<file path="config.mk">
export PLATFORM = sky130hd
export DESIGN_NAME = sv32_page_walker_flat
export DESIGN_NICKNAME = d
export VERILOG_FILES = /design/src/rtl/sv32_page_walker_if.sv /design/src/rtl/sv32_page_walker.sv /design/src/flat_wrapper.sv
export SDC_FILE = /design/constraint.sdc
export NUM_CORES = 1
export LEC_CHECK = 0
export BUFFER_PORTS_ARGS = -buffer_cell sky130_fd_sc_hd__buf_4
export CORE_MARGIN = 4
export CORE_UTILIZATION = 56
export DETAILED_ROUTE_END_ITERATION = 16
export GPL_TIMING_DRIVEN = 0
export HOLD_SLACK_MARGIN = 0.1
export PLACE_DENSITY = 0.86
export SLEW_MARGIN = 15
export SYNTH_ARGS = -nofsm -noshare
export SYNTH_HDL_FRONTEND = slang
export SYNTH_SLANG_ARGS = --single-unit
</file>
<file path="constraint.sdc">
create_clock -name clk -period 6.3 [get_ports clk]
set_input_delay 1.26 -clock clk [delete_from_list [all_inputs] [get_ports clk]]
set_output_delay 1.26 -clock clk [all_outputs]
set_load 0.01 [all_outputs]
</file>
<file path="src/rtl/sv32_page_walker_if.sv">
// rtl/sv32_page_walker_if.sv - request, PTE-read and response bundle of the Sv32 walker
interface sv32_page_walker_if;
  logic        req_valid;
  logic        req_ready;
  logic [31:0] req_va;
  logic        req_is_inst;
  logic        req_is_load;
  logic        req_is_store;

  logic        DMEM_en;
  logic [31:0] DMEM_addr;
  logic        DMEM_return;
  logic [31:0] DMEM_out;

  logic        resp_valid;
  logic        resp_ready;
  logic [31:0] resp_pa;
  logic        resp_fault;
  logic        resp_fault_inst;
  logic        resp_fault_load;
  logic        resp_fault_store;
  logic [31:0] resp_fault_va;

  // slave is the walker's view, master is the requester/memory side
  modport slave (
    input  req_valid, req_va, req_is_inst, req_is_load, req_is_store,
    output req_ready,
    output DMEM_en, DMEM_addr,
    input  DMEM_return, DMEM_out,
    output resp_valid, resp_pa, resp_fault, resp_fault_inst, resp_fault_load,
    output resp_fault_store, resp_fault_va,
    input  resp_ready
  );

  modport master (
    output req_valid, req_va, req_is_inst, req_is_load, req_is_store,
    input  req_ready,
    input  DMEM_en, DMEM_addr,
    output DMEM_return, DMEM_out,
    input  resp_valid, resp_pa, resp_fault, resp_fault_inst, resp_fault_load,
    input  resp_fault_store, resp_fault_va,
    output resp_ready
  );
endinterface

</file>
<file path="src/rtl/sv32_page_walker.sv">
// rtl/sv32_page_walker.sv - sequential Sv32 two-level page-table walker with permission checks
module sv32_page_walker (
  input  logic              clk,
  input  logic              rst_n,
  input  logic              flush,
  input  logic [1:0]        priv,
  input  logic              sstatus_sum,
  input  logic [31:0]       csr_satp,
  sv32_page_walker_if.slave bus
);
  localparam logic [1:0] PRIV_USER  = 2'b00;
  localparam logic [1:0] PRIV_SUPER = 2'b01;

  typedef enum logic [1:0] {S_IDLE, S_L1, S_L0, S_RESP} state_t;
  state_t state, state_nxt;

  logic [31:0] va_q;
  logic        is_inst_q, is_load_q, is_store_q;
  logic [1:0]  priv_q;
  logic        sum_q;
  logic [19:0] root_q;
  logic [19:0] base_q;
  logic [31:0] pa_q;
  logic [31:0] fault_va_q;
  logic        fault_q;

  logic        accept, dmem_hit;
  logic [31:0] pte;
  logic        pte_v, pte_r, pte_w, pte_x, pte_u, pte_d;
  logic        pte_bad, pte_leaf, perm_fault;
  logic        l1_done, l1_fault, l0_fault;
  logic        unused_bits;

  assign pte    = bus.DMEM_out;
  assign pte_v  = pte[0];
  assign pte_r  = pte[1];
  assign pte_w  = pte[2];
  assign pte_x  = pte[3];
  assign pte_u  = pte[4];
  assign pte_d  = pte[7];

  assign unused_bits = ^{csr_satp[30:20], pte[31:30], pte[9:8], pte[6:5]};

  assign accept   = bus.req_valid && bus.req_ready;
  assign dmem_hit = bus.DMEM_en && bus.DMEM_return;

  assign pte_bad  = !pte_v || (!pte_r && pte_w);
  assign pte_leaf = pte_r || pte_x;

  // Machine mode matches neither privilege compare, so U checks drop out naturally
  assign perm_fault = (!pte_u && priv_q == PRIV_USER)
                   || (pte_u && priv_q == PRIV_SUPER && !sum_q)
                   || (is_inst_q && !pte_x)
                   || (is_load_q && !pte_r)
                   || (is_store_q && (!pte_w || !pte_d));

  assign l1_done  = pte_bad || pte_leaf;
  assign l1_fault = pte_bad || (pte_leaf && (perm_fault || pte[19:10] != 10'd0));
  assign l0_fault = pte_bad || !pte_leaf || perm_fault;

  always_ff @(posedge clk or negedge rst_n) begin
    if (!rst_n) state <= S_IDLE;
    else        state <= state_nxt;
  end

  always_comb begin
    state_nxt = state;
    case (state)
      S_IDLE: if (accept) state_nxt = csr_satp[31] ? S_L1 : S_RESP;
      S_L1:   if (dmem_hit) state_nxt = l1_done ? S_RESP : S_L0;
      S_L0:   if (dmem_hit) state_nxt = S_RESP;
      S_RESP: if (bus.resp_ready) state_nxt = S_IDLE;
      default: state_nxt = S_IDLE;
    endcase
    if (flush) state_nxt = S_IDLE;
  end

  always_ff @(posedge clk or negedge rst_n) begin
    if (!rst_n) begin
      va_q       <= '0;
      is_inst_q  <= 1'b0;
      is_load_q  <= 1'b0;
      is_store_q <= 1'b0;
      priv_q     <= '0;
      sum_q      <= 1'b0;
      root_q     <= '0;
      base_q     <= '0;
      pa_q       <= '0;
      fault_q    <= 1'b0;
      fault_va_q <= '0;
    end else if (accept) begin
      va_q       <= bus.req_va;
      is_inst_q  <= bus.req_is_inst;
      is_load_q  <= bus.req_is_load;
      is_store_q <= bus.req_is_store;
      priv_q     <= priv;
      sum_q      <= sstatus_sum;
      root_q     <= csr_satp[19:0];
      pa_q       <= csr_satp[31] ? 32'd0 : bus.req_va;
      fault_q    <= 1'b0;
      fault_va_q <= '0;
    end else if (dmem_hit && state == S_L1) begin
      if (l1_done) begin
        fault_q    <= l1_fault;
        fault_va_q <= l1_fault ? va_q : 32'd0;
        pa_q       <= l1_fault ? 32'd0 : {pte[29:20], va_q[21:0]};
      end else begin
        base_q     <= pte[29:10];
      end
    end else if (dmem_hit && state == S_L0) begin
      fault_q    <= l0_fault;
      fault_va_q <= l0_fault ? va_q : 32'd0;
      pa_q       <= l0_fault ? 32'd0 : {pte[29:10], va_q[11:0]};
    end
  end

  always_comb begin
    bus.req_ready  = 1'b0;
    bus.DMEM_en    = 1'b0;
    bus.DMEM_addr  = 32'd0;
    bus.resp_valid = 1'b0;
    case (state)
      S_IDLE: bus.req_ready = !flush;
      S_L1: begin
        bus.DMEM_en   = !flush;
        bus.DMEM_addr = {root_q, 12'd0} + {20'd0, va_q[31:22], 2'b00};
      end
      S_L0: begin
        bus.DMEM_en   = !flush;
        bus.DMEM_addr = {base_q, 12'd0} + {20'd0, va_q[21:12], 2'b00};
      end
      S_RESP: bus.resp_valid = 1'b1;
      default: ;
    endcase
  end

  assign bus.resp_pa          = pa_q;
  assign bus.resp_fault       = fault_q;
  assign bus.resp_fault_inst  = fault_q && is_inst_q;
  assign bus.resp_fault_load  = fault_q && is_load_q;
  assign bus.resp_fault_store = fault_q && is_store_q;
  assign bus.resp_fault_va    = fault_va_q;
endmodule

</file>
<file path="src/flat_wrapper.sv">
// flat-port wrapper written by rule: the top's interface ports become plain ports
module sv32_page_walker_flat 
  (clk, rst_n, flush, priv, sstatus_sum, csr_satp, bus_req_valid, bus_req_va, bus_req_is_inst, bus_req_is_load, bus_req_is_store, bus_req_ready, bus_DMEM_en, bus_DMEM_addr, bus_DMEM_return, bus_DMEM_out, bus_resp_valid, bus_resp_pa, bus_resp_fault, bus_resp_fault_inst, bus_resp_fault_load, bus_resp_fault_store, bus_resp_fault_va, bus_resp_ready);
  sv32_page_walker_if bus_i ();
  input  logic clk;
  input  logic rst_n;
  input  logic flush;
  input  logic [1:0] priv;
  input  logic sstatus_sum;
  input  logic [31:0] csr_satp;
  input wire logic [$bits(bus_i.req_valid)-1:0] bus_req_valid;
  input wire logic [$bits(bus_i.req_va)-1:0] bus_req_va;
  input wire logic [$bits(bus_i.req_is_inst)-1:0] bus_req_is_inst;
  input wire logic [$bits(bus_i.req_is_load)-1:0] bus_req_is_load;
  input wire logic [$bits(bus_i.req_is_store)-1:0] bus_req_is_store;
  output wire logic [$bits(bus_i.req_ready)-1:0] bus_req_ready;
  output wire logic [$bits(bus_i.DMEM_en)-1:0] bus_DMEM_en;
  output wire logic [$bits(bus_i.DMEM_addr)-1:0] bus_DMEM_addr;
  input wire logic [$bits(bus_i.DMEM_return)-1:0] bus_DMEM_return;
  input wire logic [$bits(bus_i.DMEM_out)-1:0] bus_DMEM_out;
  output wire logic [$bits(bus_i.resp_valid)-1:0] bus_resp_valid;
  output wire logic [$bits(bus_i.resp_pa)-1:0] bus_resp_pa;
  output wire logic [$bits(bus_i.resp_fault)-1:0] bus_resp_fault;
  output wire logic [$bits(bus_i.resp_fault_inst)-1:0] bus_resp_fault_inst;
  output wire logic [$bits(bus_i.resp_fault_load)-1:0] bus_resp_fault_load;
  output wire logic [$bits(bus_i.resp_fault_store)-1:0] bus_resp_fault_store;
  output wire logic [$bits(bus_i.resp_fault_va)-1:0] bus_resp_fault_va;
  input wire logic [$bits(bus_i.resp_ready)-1:0] bus_resp_ready;
  assign bus_i.req_valid = bus_req_valid;
  assign bus_i.req_va = bus_req_va;
  assign bus_i.req_is_inst = bus_req_is_inst;
  assign bus_i.req_is_load = bus_req_is_load;
  assign bus_i.req_is_store = bus_req_is_store;
  assign bus_req_ready = bus_i.req_ready;
  assign bus_DMEM_en = bus_i.DMEM_en;
  assign bus_DMEM_addr = bus_i.DMEM_addr;
  assign bus_i.DMEM_return = bus_DMEM_return;
  assign bus_i.DMEM_out = bus_DMEM_out;
  assign bus_resp_valid = bus_i.resp_valid;
  assign bus_resp_pa = bus_i.resp_pa;
  assign bus_resp_fault = bus_i.resp_fault;
  assign bus_resp_fault_inst = bus_i.resp_fault_inst;
  assign bus_resp_fault_load = bus_i.resp_fault_load;
  assign bus_resp_fault_store = bus_i.resp_fault_store;
  assign bus_resp_fault_va = bus_i.resp_fault_va;
  assign bus_i.resp_ready = bus_resp_ready;
  sv32_page_walker u_core (.clk(clk), .rst_n(rst_n), .flush(flush), .priv(priv), .sstatus_sum(sstatus_sum), .csr_satp(csr_satp), .bus(bus_i));
endmodule
</file>
=== Word-level counts from Yosys, hierarchy flattened ===
Cells that the tools add are included.

* Output and inout port bits: 103
* Register bits: 145
* Bits in read-only memories: 0
* Bits in latches: 0
* Memories kept: 0
* Word-level logic and storage cells: 98
* Bits in writable memories: 0

* Equality and inequality tests: 9
* Mux-type cells: 29
* Reductions and logical operators: 44
* Magnitude comparators: 0
* Div/mod/pow operators: 0
* Bitwise logic cells: 2
* Multipliers: 0
* Shift operators: 0
* $add $sub $neg: 2

{| class="wikitable"
|+ Operators by type and width
! cell !! number
|-
| 32-bit two-way mux || 13
|-
| 32-bit by 12-bit adder with 32-bit output || 2
|-
| 32-bit case mux with 2 select lines || 1
|-
| 1-bit logical AND || 15
|-
| 1-bit logical OR || 12
|-
| 2-bit two-way mux || 6
|-
| 10-bit nonzero test || 1
|-
| 1-bit zero test || 9
|-
| 3-bit by 2-bit != test with 1-bit output (second input constant) || 3
|-
| 1-bit two-way mux || 8
|-
| 2-bit case mux with 4 select lines || 1
|-
| 2-bit by 1-bit == test with 1-bit output (second input constant) || 2
|-
| 2-bit == test (second input constant) || 2
|-
| 2-bit zero test || 2
|-
| 4-bit AND reduction || 1
|-
| 3-bit by 1-bit != test with 1-bit output (second input constant) || 1
|-
| 3-bit != test (second input constant) || 1
|-
| 3-bit AND reduction || 1
|-
| 3-bit nonzero test || 1
|-
| 1-bit inverter || 2
|-
| 2-bit AND reduction || 1
|-
| 2-bit OR reduction || 1
|}

=== Depth between registers and ports, before layout ===
Gate-level depths: netlist of run 1.

* Word-level depth: 14
* Mapped depth: 11

=== Worst setup path after synthesis of run 1 ===
No wires, ideal clock.

* Kind: input -> register
* Start point: in bus_DMEM_out[15]
* End point: reg u_core.pa_q[7], in the netlist u_core.bus.resp_pa[7]
* Stages on the path: 7
* Slack: 3.415 ns
* Setup time: 0.111 ns
* Buffers on the path: 2
* Data arrival time: 2.774 ns
* Cell sequence: nor4_1 -> nand3_1 -> a2111o_1 -> buf_6 -> and2_4 -> buf_6 -> a2111oi_2

* Cells in the longest elaborated chain, start to end: 8

{| class="wikitable"
|+ RTL lines
! element !! RTL line !! source
|-
| from (decl) || flat_wrapper.sv:20 || <nowiki>input wire logic [$bits(bus_i.DMEM_out)-1:0] bus_DMEM_out;</nowiki>
|-
| 10-bit nonzero test || sv32_page_walker.sv:58 || <nowiki>assign l1_fault = pte_bad || (pte_leaf && (perm_fault || pte[19:10] != 10'd0));</nowiki>
|-
| 1-bit logical OR || sv32_page_walker.sv:58 ||
|-
| 1-bit logical AND || sv32_page_walker.sv:58 ||
|-
| 1-bit logical OR || sv32_page_walker.sv:58 ||
|-
| 32-bit two-way mux || sv32_page_walker.sv:106 || <nowiki>pa_q <= l1_fault ? 32'd0 : {pte[29:20], va_q[21:0]};</nowiki>
|-
| 32-bit two-way mux || sv32_page_walker.sv:103 || <nowiki>if (l1_done) begin</nowiki>
|-
| 32-bit two-way mux || sv32_page_walker.sv:102 || <nowiki>end else if (dmem_hit && state == S_L1) begin</nowiki>
|-
| 32-bit two-way mux || sv32_page_walker.sv:91 || <nowiki>end else if (accept) begin</nowiki>
|-
| to (signal assigned) || sv32_page_walker.sv:99 || <nowiki>pa_q <= csr_satp[31] ? 32'd0 : bus.req_va;</nowiki>
|-
| to (signal assigned) || sv32_page_walker.sv:106 ||
|-
| to (signal assigned) || sv32_page_walker.sv:113 || <nowiki>pa_q <= l0_fault ? 32'd0 : {pte[29:10], va_q[11:0]};</nowiki>
|-
| to (decl) || sv32_page_walker.sv:23 || <nowiki>logic [31:0] pa_q;</nowiki>
|}

Every way passes these cells. The select of a mux whose other input is x is not followed.
A chain may end at the register's enable or synchronous reset.

=== Worst setup path in the final report of run 1 ===
* Start point: reg u_core.state[0]
* End point: out bus_DMEM_addr[3]

* Cells in the longest elaborated chain, start to end: 2
* Elaborated cells on any way between the ends: 3
* Those cells by class: eq/ne: 2; mux: 1

{| class="wikitable"
|+ RTL lines
! element !! RTL line !! source
|-
| from (decl) || sv32_page_walker.sv:15 || <nowiki>state_t state, state_nxt;</nowiki>
|-
| from (signal assigned) || sv32_page_walker.sv:63 || <nowiki>else state <= state_nxt;</nowiki>
|-
| 2-bit == test / 2-bit by 1-bit == test with 1-bit output (equally long branches) || sv32_page_walker.sv:122 || <nowiki>case (state)</nowiki>
|-
| 32-bit case mux with 2 select lines * || sv32_page_walker.sv:122 ||
|-
| to (decl) || flat_wrapper.sv:18 || <nowiki>output wire logic [$bits(bus_i.DMEM_addr)-1:0] bus_DMEM_addr;</nowiki>
|}

Mark *: on every way between the ends. The rest lies on a longest branch, timed or not.

==> flow_summary.yaml, run 1 <==
setup_path:
  cp_max_fo: 10
  end_kind: "output pin"
  crit_type: "flip-flop to output pin"
  cp.arrival_ps: 2450
  startpoint_type: "flip-flop"
  crit_required_ps: 5040
grt:
  grt_use_total: 0.323
  globalRouteMet2Util: 0.519
  grt_util_met1: 0.426
  antenna_found_initial: 0
  grt_busiest_layer: "met2"
  overflow: 0
  grt.met3_usage: 0.0734
  grt_max_degree: 102
  grt_pass1_vias: 6872
  grt_pass1_wl_um: 36300
sta:
  rsz0062_at_grt: "false"
  fin_crit_ps: 3710
  setup_viol_count_final: 0
  setup_ws_ps: 2590
  slew_headroom: 0.273
  maxSlewViolCount: 0
  holdWs_ps: 477
  clock_skew_ps: 7.32
  finalSetupTns_ps: 0
  hold_viol_final: 0
  fin_crit_sh: 0.589
  max_clock_freq_mhz: 269
  worst_pin_slew_ps: 1080
layout:
  syn2layout_area_growth_pct: 32.0
  fin_util: 0.767
  diodes: 0
  fillers: 852
  nets: 1081
  register_area_um2: 3630
  fin_area_um2: 9320
  drive_above_1_share: 0.284
  multi_input_area_um2: 3150
synth:
  synth_edf_count: 0
  synth_seq_cells: 145
  synth_top_area_cell: "dfrtp_1"
  synthTopCellsByArea: "dfrtp_1, nand2_1, a21oi_1"
  yosys.cell_types.count: 40
  synthCells: 756
  yosysWarnings: 0
  synth_area_um2: 7060
  syn_area_per_cell_um2: 9.34
  yosysSeqAreaShare: 0.514
  synth_top_area_frac: 0.514
  synth_ff_type: "dfrtp_1"
  async_flop_share: 1.00
floorplan:
  die_w_um: 120
  fp.dieArea_um2: 14500
  rows: 40
  ioPinCount: 211
  die_h_um: 120
  core_um2: 12200
  start_util: 0.581
pwr:
  irDropWorstVdd_mv: 0.211
  p_per_area_nw_per_um2: 441
  leakage_nw: 4.39
clock_tree:
  path_clk_slew_ps: 60
  cts_resized: 0
  clock_path_buffers: 2
  htree_levels: 4
  cts_tree: "built"
  post_cts_buffers: 0
  hold_buffers: 0
  clock_latency_ps: 430
  numCtsBuffers: 17
  clock_sinks: 145
  root_buffer: "clkbuf_16"
placement:
  io_buffers: 191
  dp_slack_ps: 2880
  hpwl_um: 16700
  place_area_um2: 8750
  gp_congestion: 0.942
drt:
  avgViaCountPerCell: 5.96
  wl_per_cell_um: 20.0
  routed_wl_um: 23000
  vias: 6844
  dr.pass1.iters: 5
  drt_iter0_drc: 709
  drc: 0
  drtAntennaViolNets: 0
hold_path:
  min_path_type: "flip-flop to flip-flop"
job:
  drv_cap: 0
run_status:
  outcome: "complete, no violations"
==> final timing paths <==
kind                                   startpoint                endpoint  slack (ps)  depth (start not counted)
worst max-delay path              u_core.state[0]        bus_DMEM_addr[3]        2590                          7
min in group asynchronous                   rst_n        u_core.root_q[6]         710                          1
worst max register to register    u_core.state[0]  u_core.bus.resp_pa[25]        3600                         10
max in group asynchronous                   rst_n  u_core.bus.resp_pa[22]        4800                          2
worst min-delay path            u_core.root_q[17]       u_core.root_q[17]         480                          2
worst min register to register  u_core.root_q[17]       u_core.root_q[17]         480                          2
==> synth_stat cells, drive strengths merged, types with 4 or more instances <==
master	count
a22oi	30
buf	18
nor4	4
a221oi	10
nor2b	33
a21oi	62
nor2	37
nand2	239
nand3	36
ha	5
mux2	20
and2	5
inv	5
a211oi	21
a2111oi	19
clkbuf	41
dfrtp	145
o21ai	6
==> metal layers <==
layer / vias up / part of all wire / wire [µm]
met1: 3330 / 0.39 / 8870
met5: - / 0 / 0
met3: 73 / 0.098 / 2270
li1: 3030 / - / -
met2: 411 / 0.48 / 11100
met4: 0 / 0.033 / 764
==> placed cells by master, fill, tap and decap left out, types with 3 or more instances in the layout <==
cell,instances
nor2_1,37
clkbuf_1,42
buf_4,194
inv_1,5
a211oi_1,20
ha_1,5
o21ai_0,6
nand2_1,239
nand3_1,36
a22oi_1,30
and2_1,3
nor2b_1,33
a2111oi_2,11
a211o_1,3
dfrtp_1,145
clkbuf_16,17
nor4_1,3
a221oi_1,10
mux2_2,20
a2111oi_4,8
buf_2,5
clkinvlp_4,4
buf_1,6
buf_6,3
a21oi_1,62
==> metrics by stage <==
step	std cells	power, W
2_1_floorplan	757	0.00236
4_1_cts	1148	0.00409
3_5_place_dp	1117	0.00308
5_1_grt	1148	0.00432
6_report	1148	0.00411
3_3_place_gp	1116	0.00301
==> logic make-up after synthesis <==
kind of cell	synth area share
and+or+nand+nor	0.219
AOI/OAI and AO/OA	0.184
DFF	0.514
buffers and inverters	0.0407
muxes	0.0333
adders and majority gates	0.00886
other	0.000531
==> state kept, by name, indices dropped and copies added, names as in the netlist <==
signal / cells
u_core.bus.resp_fault_va: 32
u_core.is_load_q: 1
u_core.is_store_q: 1
u_core.base_q: 20
u_core.sum_q: 1
u_core.state: 2
u_core.root_q: 20
u_core.priv_q: 2
u_core.bus.resp_fault: 1
u_core.bus.resp_pa: 32
u_core.va_q: 32
u_core.is_inst_q: 1
==> cell type report <==
cell class / count / share of cell area
sequential: 145 / 0.389
multi-input combinational: 547 / 0.338
timing repair buffer: 192 / 0.158
clock buffer: 19 / 0.0475
buffer: 59 / 0.0284
tap: 168 / 0.0225
clock inverter: 12 / 0.0145
inverter: 6 / 0.00242
==> critical path: stages, from the launching register on <==
cell and delay, ps:
dfrtp_1 410, inv_1 160, ha_1 170, clkbuf_1 230, clkbuf_1 470, a22oi_1 190
nor2b_1 220, buf_4 160
==> where the power goes <==
part	total [W]	internal [W]	leakage (nW)	switching, W
Sequential	0.00160	0.00130	1.86	0.000308
Combinational	0.00151	0.000680	2.26	0.000827
Clock	0.00100	0.000593	0.272	0.000412
Total	0.00411	0.00257	4.39	0.00155
Power figures use the tool's default switching activity.
==> inputs of run 2 (changes only) <==
ABC_AREA = 1   (was unset)
CORE_UTILIZATION = 47   (was 56)
PLACE_DENSITY = 0.77   (was 0.86)
clock period = 3.3 ns   (was 6.3 ns; I/O delays follow)
==> flow_summary.yaml, run 2 <==
sta:
  maxSlewViolCount: 0
  clock_skew_ps: 6.98
  max_clock_freq_mhz: 329
  hold_viol_final: 0
  finalSetupTns_ps: 0
  slew_headroom: 0.537
  fin_crit_ps: 3040
  rsz0062_at_grt: "false"
  fin_crit_sh: 0.921
  worst_pin_slew_ps: 695
  setup_viol_count_final: 0
  holdWs_ps: 188
pwr:
  switching_share: 0.390
  p_comb_frac: 0.391
  p_int_w: 0.00514
  irDropWorstVdd_mv: 0.460
  seqPwrFrac: 0.372
  p_sw_w: 0.00329
  leakage_nw: 5.06
  clkPwrFrac: 0.237
  power_w: 0.00844
  p_per_area_nw_per_um2: 903
run_status:
  outcome: "complete, no violations"
placement:
  hpwl_um: 16500
  io_buffers: 191
  gp_congestion: 0.879
grt:
  grt_pass1_wl_um: 35200
  grt_pass1_vias: 6979
  antenna_found_initial: 0
  grt_max_degree: 79
  grt_use_total: 0.271
  overflow: 0
layout:
  final_common_cell: "nand2_1"
  diodes: 0
  nets: 1219
  drive_above_1_share: 0.265
  layout_common_cells: "nand2_1, buf_4, dfrtp_1"
  syn2layout_area_growth_pct: 33.0
synth:
  syn_area_per_cell_um2: 7.86
  synth_seq_cells: 145
  yosysWarnings: 0
  synth_area_um2: 7030
  async_flop_share: 1.00
  synth_top_area_frac: 0.516
  yosysSeqAreaShare: 0.516
  synthTopCellsByArea: "dfrtp_1, nand2_1, a21oi_1"
  synth_most_common_cell: "nand2_1"
  synth_ff_type: "dfrtp_1"
  yosys.cell_types.count: 28
  synth_edf_count: 0
  synth_top_area_cell: "dfrtp_1"
  yosys-top-cells-count: "nand2_1, dfrtp_1, nor2_1"
  synthCells: 894
job:
  drv_cap: 0
setup_path:
  crit_type: "flip-flop to output pin"
  cp.arrival_ps: 2380
  reg2reg_from: "u_core.state[1]"
  worstSetupStartpoint: "u_core.state[0]"
  ff2ff_setup_slack_ps: 1170
  crit_end: "bus_DMEM_addr[9]"
  end_kind: "output pin"
  startpoint_type: "flip-flop"
  crit_required_ps: 2640
  cp_max_fo: 10
  r2r_cells: 9
  timing.rr.end: "u_core.bus.resp_fault_va[5]"
hold_path:
  min_path_type: "input pin to async pin"
floorplan:
  start_util: 0.482
  die_w_um: 130
  core_um2: 14600
  rows: 44
  die_h_um: 130
  fp.dieArea_um2: 17000
  ioPinCount: 211
drt:
  vias: 6951
  wl_per_cell_um: 17.2
  drt_iter0_drc: 611
  avgViaCountPerCell: 5.33
  drc: 0
  routed_wl_um: 22400
  drtAntennaViolNets: 0
  dr.pass1.iters: 5
clock_tree:
  htree_levels: 4
  root_buffer: "clkbuf_16"
  numCtsBuffers: 17
  post_cts_buffers: 0
  clock_sinks: 145
  cts_resized: 0
  hold_buffers: 0
  clock_path_buffers: 2
  path_clk_slew_ps: 60
  cts_tree: "built"
  clock_latency_ps: 420
==> run 2: changes by cell type after synthesis, sizes merged, moves of 11 or more <==
cell,change
o21ai,+21
nand3,-11
nor2,+53
inv,+64
a2111oi,-19
nand4,+32
nor3,+19
buf,+21
a211oi,-21
a22oi,-30
nor2b,-33
clkbuf,-22
nand2,+96
==> run 2: cell type report <==
class                   count  area (µm²)
inverters                  69         262
fillers                  1230        5240
multi-input cells         623        2840
clock inverters            10         131
repair buffers            192        1470
well taps                 184         230
clock buffers              22         484
flip-flops and latches    145        3630
plain buffers              58         300
==> run 2: power by group through the flow <==
stage	combinational [W]	clock [W]	sequential, W
6_report	0.00330	0.00200	0.00314
5_1_grt	0.00366	0.00209	0.00321
2_1_floorplan	0.00169	0	0.00312
4_1_cts	0.00330	0.00201	0.00312
3_3_place_gp	0.00319	0	0.00311
3_5_place_dp	0.00327	0	0.00313
==> run 2: worst min path at each step <==
| stage | start | end |
|---|---|---|
| after global placement | u_core.root_q[13] | u_core.root_q[13] |
| after global routing | rst_n | u_core.root_q[15] |
| final | rst_n | u_core.root_q[15] |
| after floorplan | rst_n | u_core.base_q[0] |
| after detailed placement | u_core.root_q[0] | u_core.root_q[0] |
| after CTS | rst_n | u_core.root_q[15] |
==> run 2: worst max-delay path, cell delays in order (launching register included) <==
cell and delay [ps]:
dfrtp_1 390, inv_1 100, ha_1 350, inv_1 170
clkbuf_1 560, a21oi_1 190, buf_4 200
==> run 2: kinds of logic (layout without fill, tap and decap cells) <==
group,after synthesis,count (layout),share of synthesized area
buf+inv,127,351,0.0799
simple gates,503,503,0.297
flops,145,145,0.516
mux,18,18,0.0288
compound gates,95,95,0.0689
fa+ha+maj,5,5,0.00890
other cells,1,2,0.000533
==> run 2: metal layers <==
| layer | global-route usage | vias up | routed length, µm |
|---|---|---|---|
| li1 | - | 3252 | - |
| met1 | 0.356 | 3310 | 8940 |
| met2 | 0.429 | 332 | 10700 |
| met3 | 0.0602 | 57 | 2070 |
| met4 | 0.123 | 0 | 761 |
| met5 | 0 | - | 0 |
==> run 2: per-stage QoR <==
stage | instances | utilization | cell area, µm² | setup slack (ps)
after floorplan | 895 | - | 7030 | 1320
after global placement | 1270 | 0.596 | 8700 | 778
after detailed placement | 1271 | 0.599 | 8730 | 741
after CTS | 1303 | 0.641 | 9350 | 279
after global routing | 1303 | 0.641 | 9350 | 160
final | 1303 | 0.641 | 9350 | 261
